[src/rtl/dpram_arb_pkg.sv]
// Shared defaults and constants for the dual-client RAM arbiter.
// Client indices double as bit positions in the request/grant vectors.
package dpram_arb_pkg;

    localparam int ADDR_SIZE_DEF = 4;
    localparam int DATA_SIZE_DEF = 8;
    localparam int DEPTH_DEF     = 1 << ADDR_SIZE_DEF;

    localparam int CLIENT_0 = 0;
    localparam int CLIENT_1 = 1;

    localparam logic OP_READ  = 1'b0;
    localparam logic OP_WRITE = 1'b1;

    // Tag travelling with each granted read through the two-stage return pipe.
    typedef struct packed {
        logic valid;
        logic client;
        logic bypass;
    } rd_tag_t;

endpackage

[src/rtl/dpram_arbiter_if.sv]
// Client request/response and RAM-side signals of the arbiter.
// The slave modport is the arbiter; the master modport is clients plus RAM.
interface dpram_arbiter_if
    import dpram_arb_pkg::*;
#(
    parameter int ADDR_SIZE = ADDR_SIZE_DEF,
    parameter int DATA_SIZE = DATA_SIZE_DEF
) ();

    logic                 c0_req, c1_req;
    logic                 c0_wr, c1_wr;
    logic [ADDR_SIZE-1:0] c0_addr, c1_addr;
    logic [DATA_SIZE-1:0] c0_wdata, c1_wdata;
    logic                 c0_gnt, c1_gnt;
    logic                 c0_rvalid, c1_rvalid;
    logic [DATA_SIZE-1:0] c0_rdata, c1_rdata;

    logic                 ram_cs, ram_we, ram_re, ram_oe;
    logic [ADDR_SIZE-1:0] ram_wr_address, ram_rd_address;
    logic [DATA_SIZE-1:0] ram_data_in;
    logic [DATA_SIZE-1:0] ram_data_out;

    modport slave (
        input  c0_req, c0_wr, c0_addr, c0_wdata,
        input  c1_req, c1_wr, c1_addr, c1_wdata,
        output c0_gnt, c0_rvalid, c0_rdata,
        output c1_gnt, c1_rvalid, c1_rdata,
        output ram_cs, ram_we, ram_re, ram_oe,
        output ram_wr_address, ram_rd_address, ram_data_in,
        input  ram_data_out
    );

    modport master (
        output c0_req, c0_wr, c0_addr, c0_wdata,
        output c1_req, c1_wr, c1_addr, c1_wdata,
        input  c0_gnt, c0_rvalid, c0_rdata,
        input  c1_gnt, c1_rvalid, c1_rdata,
        input  ram_cs, ram_we, ram_re, ram_oe,
        input  ram_wr_address, ram_rd_address, ram_data_in,
        output ram_data_out
    );

endinterface

[src/rtl/rr_arb2.sv]
// Two-way round-robin arbiter: on contention the pointed-to client wins and
// the pointer moves to the loser; a lone request never moves the pointer.
module rr_arb2 (
    input  logic       clk,
    input  logic       rst_n,
    input  logic [1:0] req_i,
    output logic [1:0] gnt_o
);

    logic ptr_q, ptr_d;

    // NOTE: every output of a combinational block gets a default first, so no path leaves it unassigned and no latch is inferred.
    always_comb begin
        gnt_o = 2'b00;
        ptr_d = ptr_q;
        case (req_i)
            2'b01:   gnt_o = 2'b01;
            2'b10:   gnt_o = 2'b10;
            2'b11: begin
                gnt_o = ptr_q ? 2'b10 : 2'b01;
                ptr_d = ~ptr_q;
            end
            default: gnt_o = 2'b00;
        endcase
    end

    // NOTE: state registers use non-blocking assignment so every flop samples pre-edge values regardless of block order.
    always_ff @(posedge clk or negedge rst_n) begin
        if (!rst_n) ptr_q <= 1'b0;
        else        ptr_q <= ptr_d;
    end

endmodule

[src/rtl/dpram_arbiter.sv]
// Arbitrates two clients onto the separate write and read ports of a
// synchronous dual-port RAM, with write-first bypass on same-cycle collisions.
module dpram_arbiter
    import dpram_arb_pkg::*;
#(
    parameter int ADDR_SIZE = ADDR_SIZE_DEF,
    parameter int DATA_SIZE = DATA_SIZE_DEF,
    parameter int DEPTH     = DEPTH_DEF
) (
    input logic            clk,
    input logic            rst_n,
    dpram_arbiter_if.slave bus
);

    if (DEPTH != (1 << ADDR_SIZE)) begin : g_bad_depth
        $error("DEPTH must equal 2**ADDR_SIZE");
    end

    logic [1:0]           wr_req, rd_req, wr_gnt, rd_gnt;
    logic [ADDR_SIZE-1:0] wr_addr, rd_addr;
    logic [DATA_SIZE-1:0] wr_data, rd_word;
    logic                 bypass, c0_rvalid, c1_rvalid;
    rd_tag_t              rd_tag_d, rd_s1_q, rd_s2_q;

    logic                 ram_cs_q, ram_we_q, ram_re_q;
    logic [ADDR_SIZE-1:0] ram_wr_address_q, ram_rd_address_q;
    logic [DATA_SIZE-1:0] ram_data_in_q;
    logic [DATA_SIZE-1:0] byp_s1_q, byp_s2_q, c0_rdata_q, c1_rdata_q;

    assign wr_req = {bus.c1_req & (bus.c1_wr == OP_WRITE), bus.c0_req & (bus.c0_wr == OP_WRITE)};
    assign rd_req = {bus.c1_req & (bus.c1_wr == OP_READ),  bus.c0_req & (bus.c0_wr == OP_READ)};

    rr_arb2 u_wr_arb (.clk(clk), .rst_n(rst_n), .req_i(wr_req), .gnt_o(wr_gnt));
    rr_arb2 u_rd_arb (.clk(clk), .rst_n(rst_n), .req_i(rd_req), .gnt_o(rd_gnt));

    assign bus.c0_gnt = wr_gnt[CLIENT_0] | rd_gnt[CLIENT_0];
    assign bus.c1_gnt = wr_gnt[CLIENT_1] | rd_gnt[CLIENT_1];

    assign wr_addr = wr_gnt[CLIENT_1] ? bus.c1_addr  : bus.c0_addr;
    assign wr_data = wr_gnt[CLIENT_1] ? bus.c1_wdata : bus.c0_wdata;
    assign rd_addr = rd_gnt[CLIENT_1] ? bus.c1_addr  : bus.c0_addr;

    // The RAM returns pre-write data on a same-cycle collision, so the write data rides along instead.
    assign bypass   = (|wr_gnt) & (|rd_gnt) & (wr_addr == rd_addr);
    assign rd_tag_d = '{valid: |rd_gnt, client: rd_gnt[CLIENT_1], bypass: bypass};

    // NOTE: the data pipeline and hold registers are reset too, because rdata must read as zero during reset.
    always_ff @(posedge clk or negedge rst_n) begin
        if (!rst_n) begin
            ram_cs_q         <= 1'b0;
            ram_we_q         <= 1'b0;
            ram_re_q         <= 1'b0;
            ram_wr_address_q <= '0;
            ram_rd_address_q <= '0;
            ram_data_in_q    <= '0;
            rd_s1_q          <= '0;
            rd_s2_q          <= '0;
            byp_s1_q         <= '0;
            byp_s2_q         <= '0;
            c0_rdata_q       <= '0;
            c1_rdata_q       <= '0;
        end else begin
            ram_cs_q <= (|wr_gnt) | (|rd_gnt);
            ram_we_q <= |wr_gnt;
            ram_re_q <= |rd_gnt;
            if (|wr_gnt) begin
                ram_wr_address_q <= wr_addr;
                ram_data_in_q    <= wr_data;
            end
            if (|rd_gnt) ram_rd_address_q <= rd_addr;
            rd_s1_q  <= rd_tag_d;
            byp_s1_q <= wr_data;
            rd_s2_q  <= rd_s1_q;
            byp_s2_q <= byp_s1_q;
            if (c0_rvalid) c0_rdata_q <= rd_word;
            if (c1_rvalid) c1_rdata_q <= rd_word;
        end
    end

    // RAM data only exists in the return cycle, so it is passed through then and held afterwards.
    assign rd_word   = rd_s2_q.bypass ? byp_s2_q : bus.ram_data_out;
    assign c0_rvalid = rd_s2_q.valid & ~rd_s2_q.client;
    assign c1_rvalid = rd_s2_q.valid &  rd_s2_q.client;

    assign bus.c0_rvalid = c0_rvalid;
    assign bus.c1_rvalid = c1_rvalid;
    assign bus.c0_rdata  = c0_rvalid ? rd_word : c0_rdata_q;
    assign bus.c1_rdata  = c1_rvalid ? rd_word : c1_rdata_q;

    assign bus.ram_cs         = ram_cs_q;
    assign bus.ram_we         = ram_we_q;
    assign bus.ram_re         = ram_re_q;
    assign bus.ram_oe         = ram_re_q;
    assign bus.ram_wr_address = ram_wr_address_q;
    assign bus.ram_rd_address = ram_rd_address_q;
    assign bus.ram_data_in    = ram_data_in_q;

endmodule

[src/flat_wrapper.sv]
// flat-port wrapper written by rule: the top's interface ports become plain ports
module dpram_arbiter_flat import dpram_arb_pkg::*;
#(
    parameter int ADDR_SIZE = ADDR_SIZE_DEF,
    parameter int DATA_SIZE = DATA_SIZE_DEF,
    parameter int DEPTH     = DEPTH_DEF
)
  (clk, rst_n, bus_c0_req, bus_c0_wr, bus_c0_addr, bus_c0_wdata, bus_c1_req, bus_c1_wr, bus_c1_addr, bus_c1_wdata, bus_c0_gnt, bus_c0_rvalid, bus_c0_rdata, bus_c1_gnt, bus_c1_rvalid, bus_c1_rdata, bus_ram_cs, bus_ram_we, bus_ram_re, bus_ram_oe, bus_ram_wr_address, bus_ram_rd_address, bus_ram_data_in, bus_ram_data_out);
  dpram_arbiter_if #(.ADDR_SIZE(ADDR_SIZE), .DATA_SIZE(DATA_SIZE)) bus_i ();
  input logic clk;
  input logic rst_n;
  input wire logic [$bits(bus_i.c0_req)-1:0] bus_c0_req;
  input wire logic [$bits(bus_i.c0_wr)-1:0] bus_c0_wr;
  input wire logic [$bits(bus_i.c0_addr)-1:0] bus_c0_addr;
  input wire logic [$bits(bus_i.c0_wdata)-1:0] bus_c0_wdata;
  input wire logic [$bits(bus_i.c1_req)-1:0] bus_c1_req;
  input wire logic [$bits(bus_i.c1_wr)-1:0] bus_c1_wr;
  input wire logic [$bits(bus_i.c1_addr)-1:0] bus_c1_addr;
  input wire logic [$bits(bus_i.c1_wdata)-1:0] bus_c1_wdata;
  output wire logic [$bits(bus_i.c0_gnt)-1:0] bus_c0_gnt;
  output wire logic [$bits(bus_i.c0_rvalid)-1:0] bus_c0_rvalid;
  output wire logic [$bits(bus_i.c0_rdata)-1:0] bus_c0_rdata;
  output wire logic [$bits(bus_i.c1_gnt)-1:0] bus_c1_gnt;
  output wire logic [$bits(bus_i.c1_rvalid)-1:0] bus_c1_rvalid;
  output wire logic [$bits(bus_i.c1_rdata)-1:0] bus_c1_rdata;
  output wire logic [$bits(bus_i.ram_cs)-1:0] bus_ram_cs;
  output wire logic [$bits(bus_i.ram_we)-1:0] bus_ram_we;
  output wire logic [$bits(bus_i.ram_re)-1:0] bus_ram_re;
  output wire logic [$bits(bus_i.ram_oe)-1:0] bus_ram_oe;
  output wire logic [$bits(bus_i.ram_wr_address)-1:0] bus_ram_wr_address;
  output wire logic [$bits(bus_i.ram_rd_address)-1:0] bus_ram_rd_address;
  output wire logic [$bits(bus_i.ram_data_in)-1:0] bus_ram_data_in;
  input wire logic [$bits(bus_i.ram_data_out)-1:0] bus_ram_data_out;
  assign bus_i.c0_req = bus_c0_req;
  assign bus_i.c0_wr = bus_c0_wr;
  assign bus_i.c0_addr = bus_c0_addr;
  assign bus_i.c0_wdata = bus_c0_wdata;
  assign bus_i.c1_req = bus_c1_req;
  assign bus_i.c1_wr = bus_c1_wr;
  assign bus_i.c1_addr = bus_c1_addr;
  assign bus_i.c1_wdata = bus_c1_wdata;
  assign bus_c0_gnt = bus_i.c0_gnt;
  assign bus_c0_rvalid = bus_i.c0_rvalid;
  assign bus_c0_rdata = bus_i.c0_rdata;
  assign bus_c1_gnt = bus_i.c1_gnt;
  assign bus_c1_rvalid = bus_i.c1_rvalid;
  assign bus_c1_rdata = bus_i.c1_rdata;
  assign bus_ram_cs = bus_i.ram_cs;
  assign bus_ram_we = bus_i.ram_we;
  assign bus_ram_re = bus_i.ram_re;
  assign bus_ram_oe = bus_i.ram_oe;
  assign bus_ram_wr_address = bus_i.ram_wr_address;
  assign bus_ram_rd_address = bus_i.ram_rd_address;
  assign bus_ram_data_in = bus_i.ram_data_in;
  assign bus_i.ram_data_out = bus_ram_data_out;
  dpram_arbiter #(.ADDR_SIZE(ADDR_SIZE), .DATA_SIZE(DATA_SIZE), .DEPTH(DEPTH)) u_core (.clk(clk), .rst_n(rst_n), .bus(bus_i));
endmodule
[config.mk]
export PLATFORM = sky130hd
export DESIGN_NAME = dpram_arbiter_flat
export DESIGN_NICKNAME = d
export VERILOG_FILES = /design/src/rtl/dpram_arb_pkg.sv /design/src/rtl/dpram_arbiter_if.sv /design/src/rtl/rr_arb2.sv /design/src/rtl/dpram_arbiter.sv /design/src/flat_wrapper.sv
export SDC_FILE = /design/constraint.sdc
export NUM_CORES = 1
export LEC_CHECK = 0
export BUFFER_PORTS_ARGS = -buffer_cell sky130_fd_sc_hd__buf_2
export CAP_MARGIN = 20
export CORE_MARGIN = 3
export CORE_UTILIZATION = 50
export CTS_CLUSTER_DIAMETER = 100
export CTS_CLUSTER_SIZE = 28
export DETAILED_ROUTE_END_ITERATION = 6
export GPL_TIMING_DRIVEN = 0
export PLACE_DENSITY = 0.86
export SYNTH_ARGS = -nofsm -noshare
export SYNTH_HDL_FRONTEND = slang
export SYNTH_SLANG_ARGS = --single-unit
[constraint.sdc]
create_clock -name clk -period 1.35 [get_ports clk]
set_input_delay 0.135 -clock clk [delete_from_list [all_inputs] [get_ports clk]]
set_output_delay 0.135 -clock clk [all_outputs]
set_load 0.02 [all_outputs]
# Yosys cells after proc, flatten, opt, wreduce, memory -nomap -nowiden
# Index checks and enable logic that the tools add are counted.
# Widths: inputs -> output; s select.
dict set report totals {
  ff_bits 58
  latchBits 0
  ram_bits 0
  rom_bits 0
  in_bits 38
  out_inout_bits 40
  wordCells 52
  memories 0
}
dict set report classes {
  n_addsub 0
  mul 0
  div_mod_pow 0
  n_lt_le_gt_ge 0
  eq_ne 7
  shifts 0
  n_mux 10
  bitwise 16
  reduce_logical 2
}
# op n
set ops {}
lappend ops {{$mux 8} 4}
lappend ops {{$pmux 2 s3} 2}
lappend ops {{$and 1x1->1} 8}
lappend ops {{$eq 2x2->1 const B} 4}
lappend ops {{$mux 4} 2}
lappend ops {{$not 1->1} 5}
lappend ops {{$eq 2x1->1 const B} 2}
lappend ops {{$eq 4x4->1} 1}
lappend ops {{$mux 2} 2}
lappend ops {{$reduce_or 2->1} 2}
lappend ops {{$or 1x1->1} 3}

# Logic depth before layout (Yosys ltp)
# Gate-level depths: netlist (run 1).
dict set report depth {
  ltp_word 7
  depth_mapped 6
  mapped_depth_nobuf 3
}

# Hierarchy
# A second synthesis (run 1) with hierarchy kept.
dict set report hier_totals {
  hier_cells 181
  area_unflattened_um2 2313.5
}
# module instances cells_each area_each_um2 seq_area_each_um2
set by_module_without_submodules {}
lappend by_module_without_submodules {dpram_arbiter 1 169 2200.9 1401.3}
lappend by_module_without_submodules {rr_arb2 2 6 56.3 25.0}

# Worst setup path after synthesis (run 1)
# No wires, ideal clock.
dict set report synth_path {
  path_type {register to register}
  from {register u_core.rd_s2_q[1] in the netlist's numbering}
  to {register u_core.c0_rdata_q[6]}
  arrival_time_ns 1.309
  required_time_ns 1.164
  setup_slack_ns -0.145
  stages_incl_launch_ff 4
  path_buffers 1
  cell_sequence {dfrtp_1 nand2b_1 clkbuf_1 o21ai_0}
}
dict set report synth_between {
  elab_chain_cells 3
}
# element line
set synth_lines {}
lappend synth_lines {{start, declared} dpram_arbiter.sv:23} ;# rd_tag_t rd_tag_d, rd_s1_q, rd_s2_q;
lappend synth_lines {{start signal, assigned} dpram_arbiter.sv:73} ;# rd_s2_q <= rd_s1_q;
lappend synth_lines {{$not 1->1} dpram_arbiter.sv:82} ;# assign c0_rvalid = rd_s2_q.valid & ~rd_s2_q.client;
lappend synth_lines {{$and 1x1->1} dpram_arbiter.sv:82}
lappend synth_lines {{$mux 8} -}
lappend synth_lines {{via bus_c0_rdata[6]} flat_wrapper.sv:22} ;# output wire logic [$bits(bus_i.c0_rdata)-1:0] bus_c0_rdata;
lappend synth_lines {{end signal, assigned} dpram_arbiter.sv:75} ;# if (c0_rvalid) c0_rdata_q <= rd_word;
lappend synth_lines {{end, declared} dpram_arbiter.sv:28} ;# logic [DATA_SIZE-1:0] byp_s1_q, byp_s2_q, c0_rdata_q, c1_rdata_q;
# The timed path passes the listed nets, and every way through them passes these cells.
# A chain may end at the register's enable or synchronous reset.

# Worst setup path in the final report (run 1)
dict set report layout_path {
  from {register u_core.rd_s2_q[0] in the netlist's numbering}
  to {output port bus_c0_rdata[1]}
}
dict set report layout_between {
  elab_chain_cells 2
}
# element line
set layout_lines {}
lappend layout_lines {{$mux 8} dpram_arbiter.sv:81} ;# assign rd_word = rd_s2_q.bypass ? byp_s2_q : bus.ram_data_out;
lappend layout_lines {{$mux 8} dpram_arbiter.sv:87} ;# assign bus.c0_rdata = c0_rvalid ? rd_word : c0_rdata_q;
lappend layout_lines {{end, declared} flat_wrapper.sv:22}
# Every way passes these cells.

==> metrics.log, run 1 <==
INFO  metric multi_input_area = 1140 um2
INFO  metric critical_path.endpoint_type = primary output
INFO  metric share_of_post_route_cells_with_drive_strength_above_1 = 0.528
INFO  metric globalRouteTotalUtil = 0.290
INFO  metric place_ws = -0.206 ns
INFO  metric drc_errors = 0
INFO  metric finished_cell_area = 3850 um2
INFO  metric vias = ~2.3k
INFO  metric routed.top_layer = met4
INFO  metric cts_inserted_buffers = 9
INFO  metric die-area = ~5700 um2
INFO  metric count_of_warnings_emitted_by_yosys = 0
INFO  metric ctsHtreeMaxLevel = 3
INFO  metric die_width = approximately 75 um
INFO  metric postRouteAntennaNets = 0
INFO  metric tightest_slew = between 0.8 and 0.9 ns
INFO  metric grt_antenna_before_repair = 0
INFO  metric route.layer.met1.wl = about 3300 um
INFO  metric post_synth_edffs = 0
INFO  metric syn-cell-area = around 2400 um2
INFO  metric met2WireLength = ~4300 um
INFO  metric met3_wirelength = around 720 um
INFO  metric netlist.top_cell.by_area = dfrtp_1
INFO  metric synth_largest_type_area_fraction = 0.606
INFO  metric antennaDiodeCount = 0
INFO  metric gp_routability_congestion = 0.819
INFO  metric worstSetupStartpoint = u_core.rd_s2_q[0]
INFO  metric hold_path_class = in -> reg
INFO  metric die_h = ~75 um
INFO  metric syn_to_final_growth = 60.8%
INFO  metric port_buffers = 74
INFO  metric rows = 24
INFO  metric clk_pin_slew_worst_paths = about 0.060 ns
INFO  metric finalHoldViolations = 0
INFO  metric ys.flop_type = dfrtp_1
INFO  metric detailed_place.area = around 2900 um2
INFO  metric seq_area_frac_synth = 0.606
INFO  metric power_per_cell_area = approximately 1500 nW/um2
INFO  metric drtPass1Iterations = 5
INFO  metric reg2reg_depth = 5
INFO  metric layout.filler_cells = between 200 and 250
INFO  metric via_per_inst = 5.93
INFO  metric cap_viol_max_count = 0
INFO  metric post_synth_num_cell_types = 32
INFO  metric worstSetupEndpoint = bus_c0_rdata[1]
INFO  metric vdd_drop_max = between 0.8 and 0.9 mV
INFO  metric run_status = finished with violations
INFO  metric ys_async_sr_fraction = 1.00
INFO  metric routedWlPerCell = roughly 22 um
INFO  metric violations = negative setup slack
INFO  metric timing.final.setup_violations = 22
INFO  metric nets = between 300 and 400
INFO  metric rr_endpoint = u_core.c0_rdata_q[5]
INFO  metric slew-limit-headroom = 0.443
INFO  metric dr_iter_0_viols = roughly 170
INFO  metric num_io_pins = 78
INFO  metric fin_util = 0.860
INFO  metric synth_commonest_cells = dfrtp_1, nor2_1, o21ai_0, nand2_1, a31oi_1
INFO  metric cts.sink_count = between 50 and 60
INFO  metric ctsRootBufferMaster = clkbuf_8
INFO  metric grt_pass1_wl = ~12,000 um
INFO  metric dp.final_hpwl = 4090 um
INFO  metric worstReg2RegStart = u_core.rd_s2_q[0]
INFO  metric grt_start_max_net_pins = 37
INFO  metric syn-num-nets = 256
INFO  metric clock_insertion_delay_worst_skew = between 0.3 and 0.4 ns
INFO  metric synthesis.instances = between 200 and 250
INFO  metric final.min_clock_period = approximately 1.6 ns
INFO  metric clock_tree_from_tritoncts = built
INFO  metric sequential_cell_area = 1450 um2
INFO  metric startpoint_type = flop
INFO  metric main_area_contributors_after_synthesis = dfrtp_1, a31oi_1, o21ai_0
INFO  metric fmaxAchievable = 609 MHz
INFO  metric via_count_of_the_first_global_routing_pass = about 2.2k
INFO  metric critical_path_arrival = roughly 1.5 ns
INFO  metric buffers_from_clock_root_to_sink_at_most = 2
INFO  metric final_worst_path_period_share = 1.22
INFO  metric critical_path_class = reg -> out
INFO  metric grt_setup_unrepaired = true
INFO  metric initial_util = 0.535
INFO  metric wl = roughly 8400 um
INFO  metric worst_setup_slack_for_register_to_register_paths = -0.01 ns
INFO  metric crit_path_max_fanout = 8
INFO  metric cp_data_required_time = roughly 1.2 ns
INFO  metric timing.final.ws_setup = -0.292 ns
INFO  metric synth_most_common_cell = dfrtp_1
INFO  metric final.setup_skew = 0.0155 ns
INFO  metric power_leakage = about 1.7 nW
INFO  metric synth.avg_cell_area = approximately 11 um2
INFO  metric placeableCoreArea = 4470 um2
INFO  metric grt-ovfl-total = 0
INFO  metric synth-seq-cells = 58
INFO  metric maxSlewViolCount = 0
## repair_timing
action,in CTS,in global routing
gates cloned,2,0
hold buffers,1,0
buffers inserted,20,10
pin swaps,16,16
endpoints found under the setup margin,20,29
resized for setup,115,25
endpoints found under the hold margin,35,0
## flip-flops by register name (all words and copies together) (netlist names), 3 cells and up
register and cells:
u_core.byp_s2_q 8, u_core.rd_s1_q 3, u_core.c0_rdata_q 8, u_core.bus.ram_data_in 8
u_core.byp_s1_q 8, u_core.bus.ram_rd_address 4, u_core.c1_rdata_q 8, u_core.rd_s2_q 3
u_core.bus.ram_wr_address 4
## through the flow
| stage | hold slack (ns) | setup TNS [ns] | cells | power [W] |
|---|---|---|---|---|
| 4_1_cts | 0.0450 | -3.48 | 382 | 0.00539 |
| 2_1_floorplan | -0.161 | -0.670 | 218 | 0.00283 |
| 6_report | 0.0529 | -4.37 | 391 | 0.00572 |
| 3_3_place_gp | 0.332 | -1.76 | 344 | 0.00321 |
| 5_1_grt | 0.0688 | -5.41 | 391 | 0.00592 |
| 3_5_place_dp | 0.267 | -1.88 | 345 | 0.00326 |
## cells by family (layout without fill, tap and decap cells)
group           after synthesis  after routing  synth area share
buf+inv                      19            140            0.0543
flops                        58             58             0.606
mux                           8              8            0.0334
simple gates                 74             74             0.160
xor+xnor                      6              6            0.0219
compound gates               53             53             0.124
## routing by layer
| metal | vias to the layer above | global-route usage |
|---|---|---|
| li1 | 1001 | - |
| met1 | 1144 | 0.350 |
| met2 | 151 | 0.509 |
| met3 | 21 | 0.0654 |
| met4 | 0 | 0.107 |
| met5 | - | 0 |
## worst min path at each step
stage / start / endpoint / slack, ns / cells after the start
after floorplan: rst_n / u_core.bus.ram_cs / -0.16 / 0
after global placement: u_core.byp_s1_q[1] / u_core.byp_s2_q[1] / 0.33 / 0
after detailed placement: rst_n / u_core.c0_rdata_q[0] / 0.27 / 1
after CTS: bus_c0_wdata[6] / u_core.byp_s1_q[6] / 0.05 / 3
after global routing: bus_c0_wdata[6] / u_core.byp_s1_q[6] / 0.07 / 3
final: bus_c0_wdata[6] / u_core.byp_s1_q[6] / 0.05 / 3
## placed cells by master, fill, tap and decap left out, types with 2 or more instances in the layout
cell type,count
a21oi_4,8
a31oi_1,15
buf_12,3
buf_16,2
buf_2,57
buf_4,24
buf_6,32
buf_8,3
clkbuf_1,3
clkbuf_8,10
clkinv_2,2
dfrtp_1,58
mux2i_4,8
nand2_1,17
nand2b_1,2
nand3_1,4
nand4_1,13
nor2_1,14
nor2_4,7
nor2b_4,2
nor3_1,5
o21ai_0,11
o21ai_1,6
o21ai_2,6
o21ai_4,2
xnor2_1,4
xor2_1,2
## cell type report
cell class	instances	area share
Buffer	16	0.0400
Timing Repair Buffer	108	0.221
Multi-Input combinational cell	141	0.296
Sequential cell	58	0.377
Inverter	1	0.000975
Clock inverter	3	0.0104
Clock buffer	12	0.0377
Tap cell	52	0.0169
## where the power goes
group / internal, W / switching [W] / leakage, nW
combinational: 0.000948 / 0.00100 / 0.945
clock: 0.000888 / 0.000674 / 0.0962
sequential: 0.00201 / 0.000202 / 0.677
total: 0.00384 / 0.00188 / 1.72
## critical path, cell delays in order (launching register included)
cell and delay (ns):
dfrtp_1 0.41, buf_12 0.19, mux2i_4 0.31, o21ai_2 0.11, buf_6 0.14
No activity file was read; power rests on OpenSTA's default activity.
==> run 2, diff against run 1 <==
--- a/config.mk
+++ b/config.mk
@@ -5,6 +5,7 @@
 export SDC_FILE = /design/constraint.sdc
 export NUM_CORES = 1
 export LEC_CHECK = 0
+export ABC_AREA = 1
 export BUFFER_PORTS_ARGS = -buffer_cell sky130_fd_sc_hd__buf_2
 export CAP_MARGIN = 20
 export CORE_MARGIN = 3
==> run 2 against run 1 <==
  * The run still ends with negative setup slack left
  * Flip-flop and latch count unchanged
  * Worst hold slack worse by 0.020 ns
  * Via count shrank 2.2%
  * Clock skew decreased by 0.0056 ns
  * Critical endpoint is now bus_c0_rdata[6]
==> metrics.log, run 2 <==
INFO  metric run_status = finished with violations (unchanged)
INFO  metric violations = negative setup slack (unchanged)
INFO  metric tightest_slew = 0.635 ns (was 0.836 ns)
INFO  metric grt_start_max_net_pins = 33 (was 37)
INFO  metric layout.filler_cells = 211 (was 207)
INFO  metric cts.sink_count = 58 (unchanged)
INFO  metric die_h = 76.0 um (was 75.2 um)
INFO  metric drc_errors = 0 (unchanged)
INFO  metric timing.final.setup_violations = 22 (unchanged)
INFO  metric timing.final.ws_setup = -0.399 ns (was -0.292 ns)
INFO  metric share_of_post_route_cells_with_drive_strength_above_1 = 0.503 (was 0.528)
INFO  metric gr-usage-met1 = 0.280 (was 0.350)
INFO  metric seq_area_frac_synth = 0.593 (was 0.606)
INFO  metric cp_cell_sequence = nor2_4 -> clkbuf_16 -> mux2_4 -> buf_6 (was buf_12 -> mux2i_4 -> o21ai_2 -> buf_6)
INFO  metric critical_path_arrival = 1.61 ns (was 1.51 ns)
INFO  metric cp_data_required_time = 1.22 ns (about the same)
INFO  metric hold_path_class = in -> reg (unchanged)
INFO  metric final.hold.worst_slack = 0.0333 ns (was 0.0529 ns)
INFO  metric gp_routability_congestion = 0.783 (was 0.819)
INFO  metric clock_tree_from_tritoncts = built (unchanged)
INFO  metric top_library_cells_by_usage_in_the_layout_fill_and_taps_aside = nand2_1, buf_2, dfrtp_1, buf_6, buf_4 (was dfrtp_1, buf_2, buf_6, buf_4, nand2_1)
INFO  metric final.setup_skew = 0.00989 ns (was 0.0155 ns)
INFO  metric finalHoldViolations = 0 (unchanged)
INFO  metric grt_setup_unrepaired = true (unchanged)
INFO  metric rows = 24 (unchanged)
INFO  metric power_leakage = 2.01 nW (was 1.72 nW)
INFO  metric critical_path_class = reg -> out (unchanged)
INFO  metric count_of_warnings_emitted_by_yosys = 0 (unchanged)
INFO  metric vias = 2,265 (was 2,317)
INFO  metric die_width = 76.0 um (was 75.2 um)
INFO  metric dp.final_hpwl = 4030 um (was 4090 um)
INFO  metric ys.flop_type = dfrtp_1 (unchanged)
INFO  metric nets = 413 (was 373)
INFO  metric fmaxAchievable = 572 MHz (was 609 MHz)
INFO  metric syn-num-nets = 289 (was 256)
INFO  metric maxSlewViolCount = 0 (unchanged)
INFO  metric worst_path_largest_cell_delay = 0.43 ns (was 0.41 ns)
INFO  metric routedWlPerCell = 17.2 um (was 21.6 um)
INFO  metric die-area = 5770 um2 (was 5660 um2)
INFO  metric postRouteAntennaNets = 0 (unchanged)
INFO  metric wl = 7660 um (was 8440 um)
INFO  metric via_per_inst = 5.09 (was 5.93)
INFO  metric slew-limit-headroom = 0.576 (was 0.443)
INFO  metric grt_antenna_before_repair = 0 (unchanged)
INFO  metric syn-cell-area = 2450 um2 (was 2390 um2)
INFO  metric synth_largest_type_area_fraction = 0.593 (was 0.606)
INFO  metric grt_pass1_wl = 10,900 um (was 11,700 um)
INFO  metric drtPass1Iterations = 4 (was 5)
INFO  metric crit_slowest_cell = dfrtp_1 (unchanged)
INFO  metric busiest_layer = met2 (unchanged)
INFO  metric final_worst_path_period_share = 1.30 (was 1.22)
INFO  metric grt.met3_usage = 0.0638 (was 0.0654)
INFO  metric netlist.top_cell.by_area = dfrtp_1 (unchanged)
INFO  metric synth_commonest_cells = nand2_1, dfrtp_1, nand3_1, mux2_2, inv_1 (was dfrtp_1, nor2_1, o21ai_0, nand2_1, a31oi_1)
INFO  metric ys_async_sr_fraction = 1.00 (unchanged)
INFO  metric placeableCoreArea = 4530 um2 (was 4470 um2)
INFO  metric cap_viol_max_count = 0 (unchanged)
INFO  metric dr_iter_0_viols = 94 (was 166)
INFO  metric clk_pin_slew_worst_paths = 0.06 ns (about the same)
INFO  metric main_area_contributors_after_synthesis = dfrtp_1, nand2_1, mux2_2 (was dfrtp_1, a31oi_1, o21ai_0)
INFO  metric power = 0.00556 W (was 0.00572 W)
INFO  metric via_count_of_the_first_global_routing_pass = 2,176 (was 2,243)
INFO  metric num_io_pins = 78 (unchanged)
INFO  metric cts_inserted_buffers = 9 (unchanged)
INFO  metric power_per_cell_area = 1450 nW/um2 (was 1480 nW/um2)
INFO  metric buffers_from_clock_root_to_sink_at_most = 2 (unchanged)
INFO  metric crit_path_max_fanout = 4 (was 8)
INFO  metric final.min_clock_period = 1.75 ns (was 1.64 ns)
INFO  metric post_synth_edffs = 0 (unchanged)
INFO  metric synth-seq-cells = 58 (unchanged)
INFO  metric layout.cells.most_common = nand2_1 (was dfrtp_1)
INFO  metric antennaDiodeCount = 0 (unchanged)
INFO  metric m2_gr_usage = 0.440 (was 0.509)
INFO  metric initial_util = 0.540 (was 0.535)
INFO  metric synth.avg_cell_area = 9.76 um2 (was 11.0 um2)
INFO  metric globalRouteTotalUtil = 0.243 (was 0.290)
INFO  metric grt-ovfl-total = 0 (unchanged)
INFO  metric synthesis.instances = 251 (was 218)
INFO  metric port_buffers = 77 (was 74)
INFO  metric syn_to_final_growth = 56.8% (was 60.8%)
INFO  metric startpoint_type = flop (unchanged)
INFO  metric synth_most_common_cell = nand2_1 (was dfrtp_1)
INFO  metric ctsRootBufferMaster = clkbuf_8 (unchanged)
INFO  metric post_synth_num_cell_types = 26 (was 32)
INFO  metric clock_insertion_delay_worst_skew = 0.33 ns (was 0.34 ns)
INFO  metric critical_path.endpoint_type = primary output (unchanged)
INFO  metric ctsHtreeMaxLevel = 3 (unchanged)
INFO  metric vdd_drop_max = 0.804 mV (was 0.840 mV)
-- run 2: metal layers --
layer	wire, um	part of all wire
met5	0	0
met3	535	0.070
met4	196	0.026
met2	4020	0.52
met1	2910	0.38
-- run 2: timing repair --
action                                  4_1_cts  5_1_grt
pin swaps                                     6        7
endpoints found under the setup margin       22       27
hold endpoints to repair                     26        0
hold buffers                                  1        0
resized for setup                            75       39
setup buffers                                17       17
cloned                                        0        1
-- run 2: area by class of cell --
cell class,instances,area [um2],share of cell area
clock inverter,5,77.6,0.0202
sequential,58,1450,0.378
multi-input combinational,168,1070,0.279
tap,65,81.3,0.0212
clock buffer,11,141,0.0368
buffer,6,57.6,0.0150
timing repair buffer,113,875,0.228
inverter,19,83.8,0.0218
-- run 2: stage by stage --
stage,instances,util,cell area [um2],setup slack [ns],setup TNS (ns)
CTS,428,0.786,3560,-0.385,-5.23
global placement,393,0.644,2920,-0.188,-2.47
global route,445,0.847,3840,-0.435,-6.85
finish,445,0.847,3840,-0.399,-5.75
detailed placement,394,0.649,2940,-0.179,-2.28
floorplan,251,-,2450,-0.0169,-0.135
-- run 2: where the power goes --
group / internal, W / switching [W] / total, W
combinational: 0.000784 / 0.000901 / 0.00169
sequential: 0.00199 / 0.000119 / 0.00211
clock: 0.00108 / 0.000676 / 0.00176
total: 0.00386 / 0.00170 / 0.00556
-- run 2: logic make-up (layout without fill, tap and decap cells) --
kind of cell	Yosys count	after routing	synth area share
simple gates	129	129	0.231
flops	58	58	0.593
buf+inv	25	154	0.0475
compound gates	22	22	0.0516
mux	16	16	0.0736
xor+xnor	1	1	0.00358
-- run 2: worst max-delay path: cells and delay by family (launching register included) --
family	cells	cell delay [ns]
DFF	1	0.43
muxes	1	0.32
buffers and inverters	2	0.32
and+or+nand+nor	1	0.21
-- run 2: final timing paths --
kind | from | to | slack, ns | cells after the start
max | u_core.rd_s2_q[1] | bus_c0_rdata[6] | -0.40 | 4
min | bus_c0_wdata[1] | u_core.byp_s1_q[1] | 0.03 | 3
max reg2reg | u_core.rd_s2_q[1] | u_core.c0_rdata_q[6] | -0.15 | 5
min reg2reg | u_core.byp_s1_q[5] | u_core.byp_s2_q[5] | 0.34 | 0
max in group asynchronous | rst_n | u_core.rd_s2_q[1] | 0.39 | 3
min in group asynchronous | rst_n | u_core.c1_rdata_q[5] | 0.37 | 2
==> run 3, diff against run 2 <==
--- a/config.mk
+++ b/config.mk
@@ -6,15 +6,16 @@
 export NUM_CORES = 1
 export LEC_CHECK = 0
 export ABC_AREA = 1
-export BUFFER_PORTS_ARGS = -buffer_cell sky130_fd_sc_hd__buf_2
 export CAP_MARGIN = 20
 export CORE_MARGIN = 3
 export CORE_UTILIZATION = 50
 export CTS_CLUSTER_DIAMETER = 100
 export CTS_CLUSTER_SIZE = 28
 export DETAILED_ROUTE_END_ITERATION = 6
+export DONT_BUFFER_PORTS = 1
 export GPL_TIMING_DRIVEN = 0
-export PLACE_DENSITY = 0.86
+export PLACE_DENSITY = 0.72
 export SYNTH_ARGS = -nofsm -noshare
 export SYNTH_HDL_FRONTEND = slang
+export SYNTH_HIERARCHICAL = 1
 export SYNTH_SLANG_ARGS = --single-unit
==> run 3 against run 2 <==
  * The run ends with negative hold slack, negative setup slack left
  * Synthesized cell count increased by 7.6%
  * Sequential share of layout area increased by 6.4 points
  * Largest power group unchanged
  * Highest routed layer unchanged
  * Register-to-register slack improved by 0.12 ns
  * Flip-flop and latch count unchanged
  * Synthesized area decreased by 0.31%
  * Critical path depth decreased by 1
  * Total power decreased by 16%
  * Combinational power decreased by 41%
  * Non-clock buffer count decreased by 77
==> metrics.log, run 3 <==
INFO  metric run_status = finished with violations (unchanged)
INFO  metric violations = negative hold slack, negative setup slack (was negative setup slack)
INFO  metric netlist.top_cell.by_area = dfrtp_1 (unchanged)
INFO  metric rows = 24 (unchanged)
INFO  metric grt_start_max_net_pins = 59 (was 33)
INFO  metric cp_top_family = multiplexers (was flip-flops)
INFO  metric tightest_slew = 0.370 ns (was 0.635 ns)
INFO  metric ctsRootBufferMaster = clkbuf_8 (unchanged)
INFO  metric synth.avg_cell_area = 9.04 um2 (was 9.76 um2)
INFO  metric critical_path_class = reg -> out (unchanged)
INFO  metric place_ws = -0.154 ns (was -0.179 ns)
INFO  metric layout.cells.most_common = nand2_1 (unchanged)
INFO  metric grt_antenna_before_repair = 0 (unchanged)
INFO  metric ys_async_sr_fraction = 1.00 (unchanged)
INFO  metric timing.final.ws_setup = -0.266 ns (was -0.399 ns)
INFO  metric totalNegativeSetupSlack = -3.24 ns (was -5.75 ns)
INFO  metric ctsHtreeMaxLevel = 3 (unchanged)
INFO  metric fmaxAchievable = 619 MHz (was 572 MHz)
INFO  metric maxSlewViolCount = 0 (unchanged)
INFO  metric post_synth_num_cell_types = 22 (was 26)
INFO  metric vias = 1,973 (was 2,265)
INFO  metric via_count_of_the_first_global_routing_pass = 1,900 (was 2,176)
INFO  metric crit_slowest_cell = mux2_4 (was dfrtp_1)
INFO  metric cts.sink_count = 58 (unchanged)
INFO  metric critical_path.endpoint_type = primary output (unchanged)
INFO  metric synth_largest_type_area_fraction = 0.595 (was 0.593)
INFO  metric cp_cell_sequence = inv_2 -> nor2_4 -> mux2_4 (was nor2_4 -> clkbuf_16 -> mux2_4 -> buf_6)
INFO  metric postRouteAntennaNets = 0 (unchanged)
INFO  metric cts_hold_buf = 18 (was 1)
INFO  metric die_h = 75.9 um (was 76.0 um)
INFO  metric timing.final.setup_violations = 18 (was 22)
INFO  metric syn-cell-area = 2440 um2 (was 2450 um2)
INFO  metric synthesis.instances = 270 (was 251)
INFO  metric clk_pin_slew_worst_paths = 0.06 ns (about the same)
INFO  metric antennaDiodeCount = 0 (unchanged)
INFO  metric synth-seq-cells = 58 (unchanged)
INFO  metric cts_inserted_buffers = 9 (unchanged)
INFO  metric synth_commonest_cells = nand2_1, dfrtp_1, inv_1, nor2_1, a31oi_1 (was nand2_1, dfrtp_1, nand3_1, mux2_2, inv_1)
INFO  metric via_per_inst = 5.11 (was 5.09)
INFO  metric cp.buffers_inverters = 1 (was 2)
INFO  metric crit_path_max_fanout = 6 (was 4)
INFO  metric grt_pass1_wl = 8960 um (was 10,900 um)
INFO  metric slew-limit-headroom = 0.752 (was 0.576)
INFO  metric seq_area_frac_synth = 0.595 (was 0.593)
INFO  metric power_per_cell_area = 1410 nW/um2 (was 1450 nW/um2)
INFO  metric syn_to_final_growth = 34.6% (was 56.8%)
INFO  metric main_area_contributors_after_synthesis = dfrtp_1, nand2_1, inv_1 (was dfrtp_1, nand2_1, mux2_2)
INFO  metric vdd_drop_max = 0.731 mV (was 0.804 mV)
INFO  metric initial_util = 0.538 (was 0.540)
INFO  metric nets = 355 (was 413)
INFO  metric wl = 5970 um (was 7660 um)
INFO  metric drc_errors = 0 (unchanged)
INFO  metric hold_path_class = in -> async (was in -> reg)
INFO  metric cp_data_required_time = 1.22 ns (about the same)
INFO  metric drtPass1Iterations = 5 (was 4)
INFO  metric grt-ovfl-total = 0 (unchanged)
INFO  metric final_worst_path_period_share = 1.20 (was 1.30)
INFO  metric power = 0.00465 W (was 0.00556 W)
INFO  metric placeableCoreArea = 4530 um2 (unchanged)
INFO  metric clock_insertion_delay_worst_skew = 0.33 ns (about the same)
INFO  metric count_of_warnings_emitted_by_yosys = 6 (was 0)
INFO  metric globalRouteTotalUtil = 0.215 (was 0.243)
INFO  metric grt_setup_unrepaired = true (unchanged)
INFO  metric syn-num-nets = 308 (was 289)
INFO  metric finalHoldViolations = 58 (was 0)
INFO  metric final.setup_skew = 0.00642 ns (was 0.00989 ns)
INFO  metric dr_iter_0_viols = 74 (was 94)
INFO  metric share_of_post_route_cells_with_drive_strength_above_1 = 0.305 (was 0.503)
INFO  metric synth_most_common_cell = nand2_1 (unchanged)
INFO  metric top_library_cells_by_usage_in_the_layout_fill_and_taps_aside = nand2_1, dfrtp_1, inv_1, dlygate4sd3_1, nand2_2 (was nand2_1, buf_2, dfrtp_1, buf_6, buf_4)
INFO  metric num_io_pins = 78 (unchanged)
INFO  metric routedWlPerCell = 15.5 um (was 17.2 um)
INFO  metric dp.final_hpwl = 3490 um (was 4030 um)
INFO  metric ys.flop_type = dfrtp_1 (unchanged)
INFO  metric startpoint_type = flop (unchanged)
INFO  metric power_leakage = 1.62 nW (was 2.01 nW)
INFO  metric final.hold.worst_slack = -0.502 ns (was 0.0333 ns)
INFO  metric die_width = 75.9 um (was 76.0 um)
INFO  metric final.min_clock_period = 1.62 ns (was 1.75 ns)
INFO  metric gp_routability_congestion = 0.773 (was 0.783)
INFO  metric port_buffers = 0 (was 77)
INFO  metric buffers_from_clock_root_to_sink_at_most = 2 (unchanged)
INFO  metric place_inst = 335 (was 394)
INFO  metric cap_viol_max_count = 0 (unchanged)
INFO  metric post_synth_edffs = 0 (unchanged)
INFO  metric die-area = 5760 um2 (was 5770 um2)
INFO  metric clock_tree_from_tritoncts = built (unchanged)
INFO  metric critical_path_arrival = 1.48 ns (was 1.61 ns)
INFO  metric worst_path_largest_cell_delay = 0.38 ns (was 0.43 ns)
INFO  metric finish.cell_count_without_fillers = 386 (was 445)
[run 3: kinds of logic after synthesis]
kind of cell / after synthesis / synth area share
flops: 58 / 0.595
buf+inv: 37 / 0.0733
compound gates: 31 / 0.0753
simple gates: 136 / 0.220
mux: 8 / 0.0369
[run 3: area by class of cell]
cell class / instances / area [um2]
flip-flops and latches: 58 / 1450
plain buffers: 7 / 91.3
repair buffers: 35 / 334
inverters: 30 / 135
clock buffers: 12 / 155
fillers: 323 / 1250
clock inverters: 3 / 15.0
multi-input cells: 176 / 1020
well taps: 65 / 81.3
[run 3: repair_timing]
action	CTS	global route
gates resized for setup	38	49
pin swaps	12	14
setup endpoints to repair	46	33
buffers inserted	15	2
gates cloned	2	0
hold endpoints to repair	76	58
[run 3: report_power, final]
part / total, W / switching (W) / internal, W
combinational: 0.00100 / 0.000589 / 0.000412
clock: 0.00138 / 0.000635 / 0.000746
sequential: 0.00226 / 0.000264 / 0.00200
total: 0.00465 / 0.00149 / 0.00316
[run 3: metal layers]
layer,vias to the layer above,wire [um],global-route usage
li1,941,-,-
met1,952,2540,0.273
met2,76,2970,0.338
met3,4,446,0.0633
met4,0,19,0.0990
met5,-,0,0
[run 3: path summary, 6_finish.rpt]
path / startpoint / end / slack [ns] / depth (start not counted)
min reg2reg: u_core/rd_s1_q[1] / u_core/rd_s2_q[1] / 0.35 / 0
min in group clk: bus_c1_addr[2] / u_core/bus.ram_wr_address[2] / 0.02 / 2
max reg2reg: u_core/u_rd_arb/ptr_q / u_core/rd_s1_q[0] / -0.03 / 9
min: rst_n / u_core/c0_rdata_q[4] / -0.50 / 0
max: u_core/rd_s2_q[2] / bus_c0_rdata[5] / -0.27 / 3
max in group asynchronous: rst_n / u_core/byp_s2_q[3] / 1.75 / 0
[run 3: worst reg2reg max path, stage by stage, from the launching register on]
cell      delay [ns]
dfrtp_1         0.41
inv_2           0.08
a21boi_2        0.06
buf_6           0.15
buf_6           0.13
nand2_1         0.08
nand2_1         0.10
a21oi_2         0.15
nand3_2         0.07
nor2_1          0.09
[run 3: per-stage QoR]
step                area [um2]  utilization
floorplan                 2440            -
global placement          2530        0.557
detailed placement        2530        0.557
CTS                       3120        0.688
global route              3290        0.725
finish                    3290        0.725
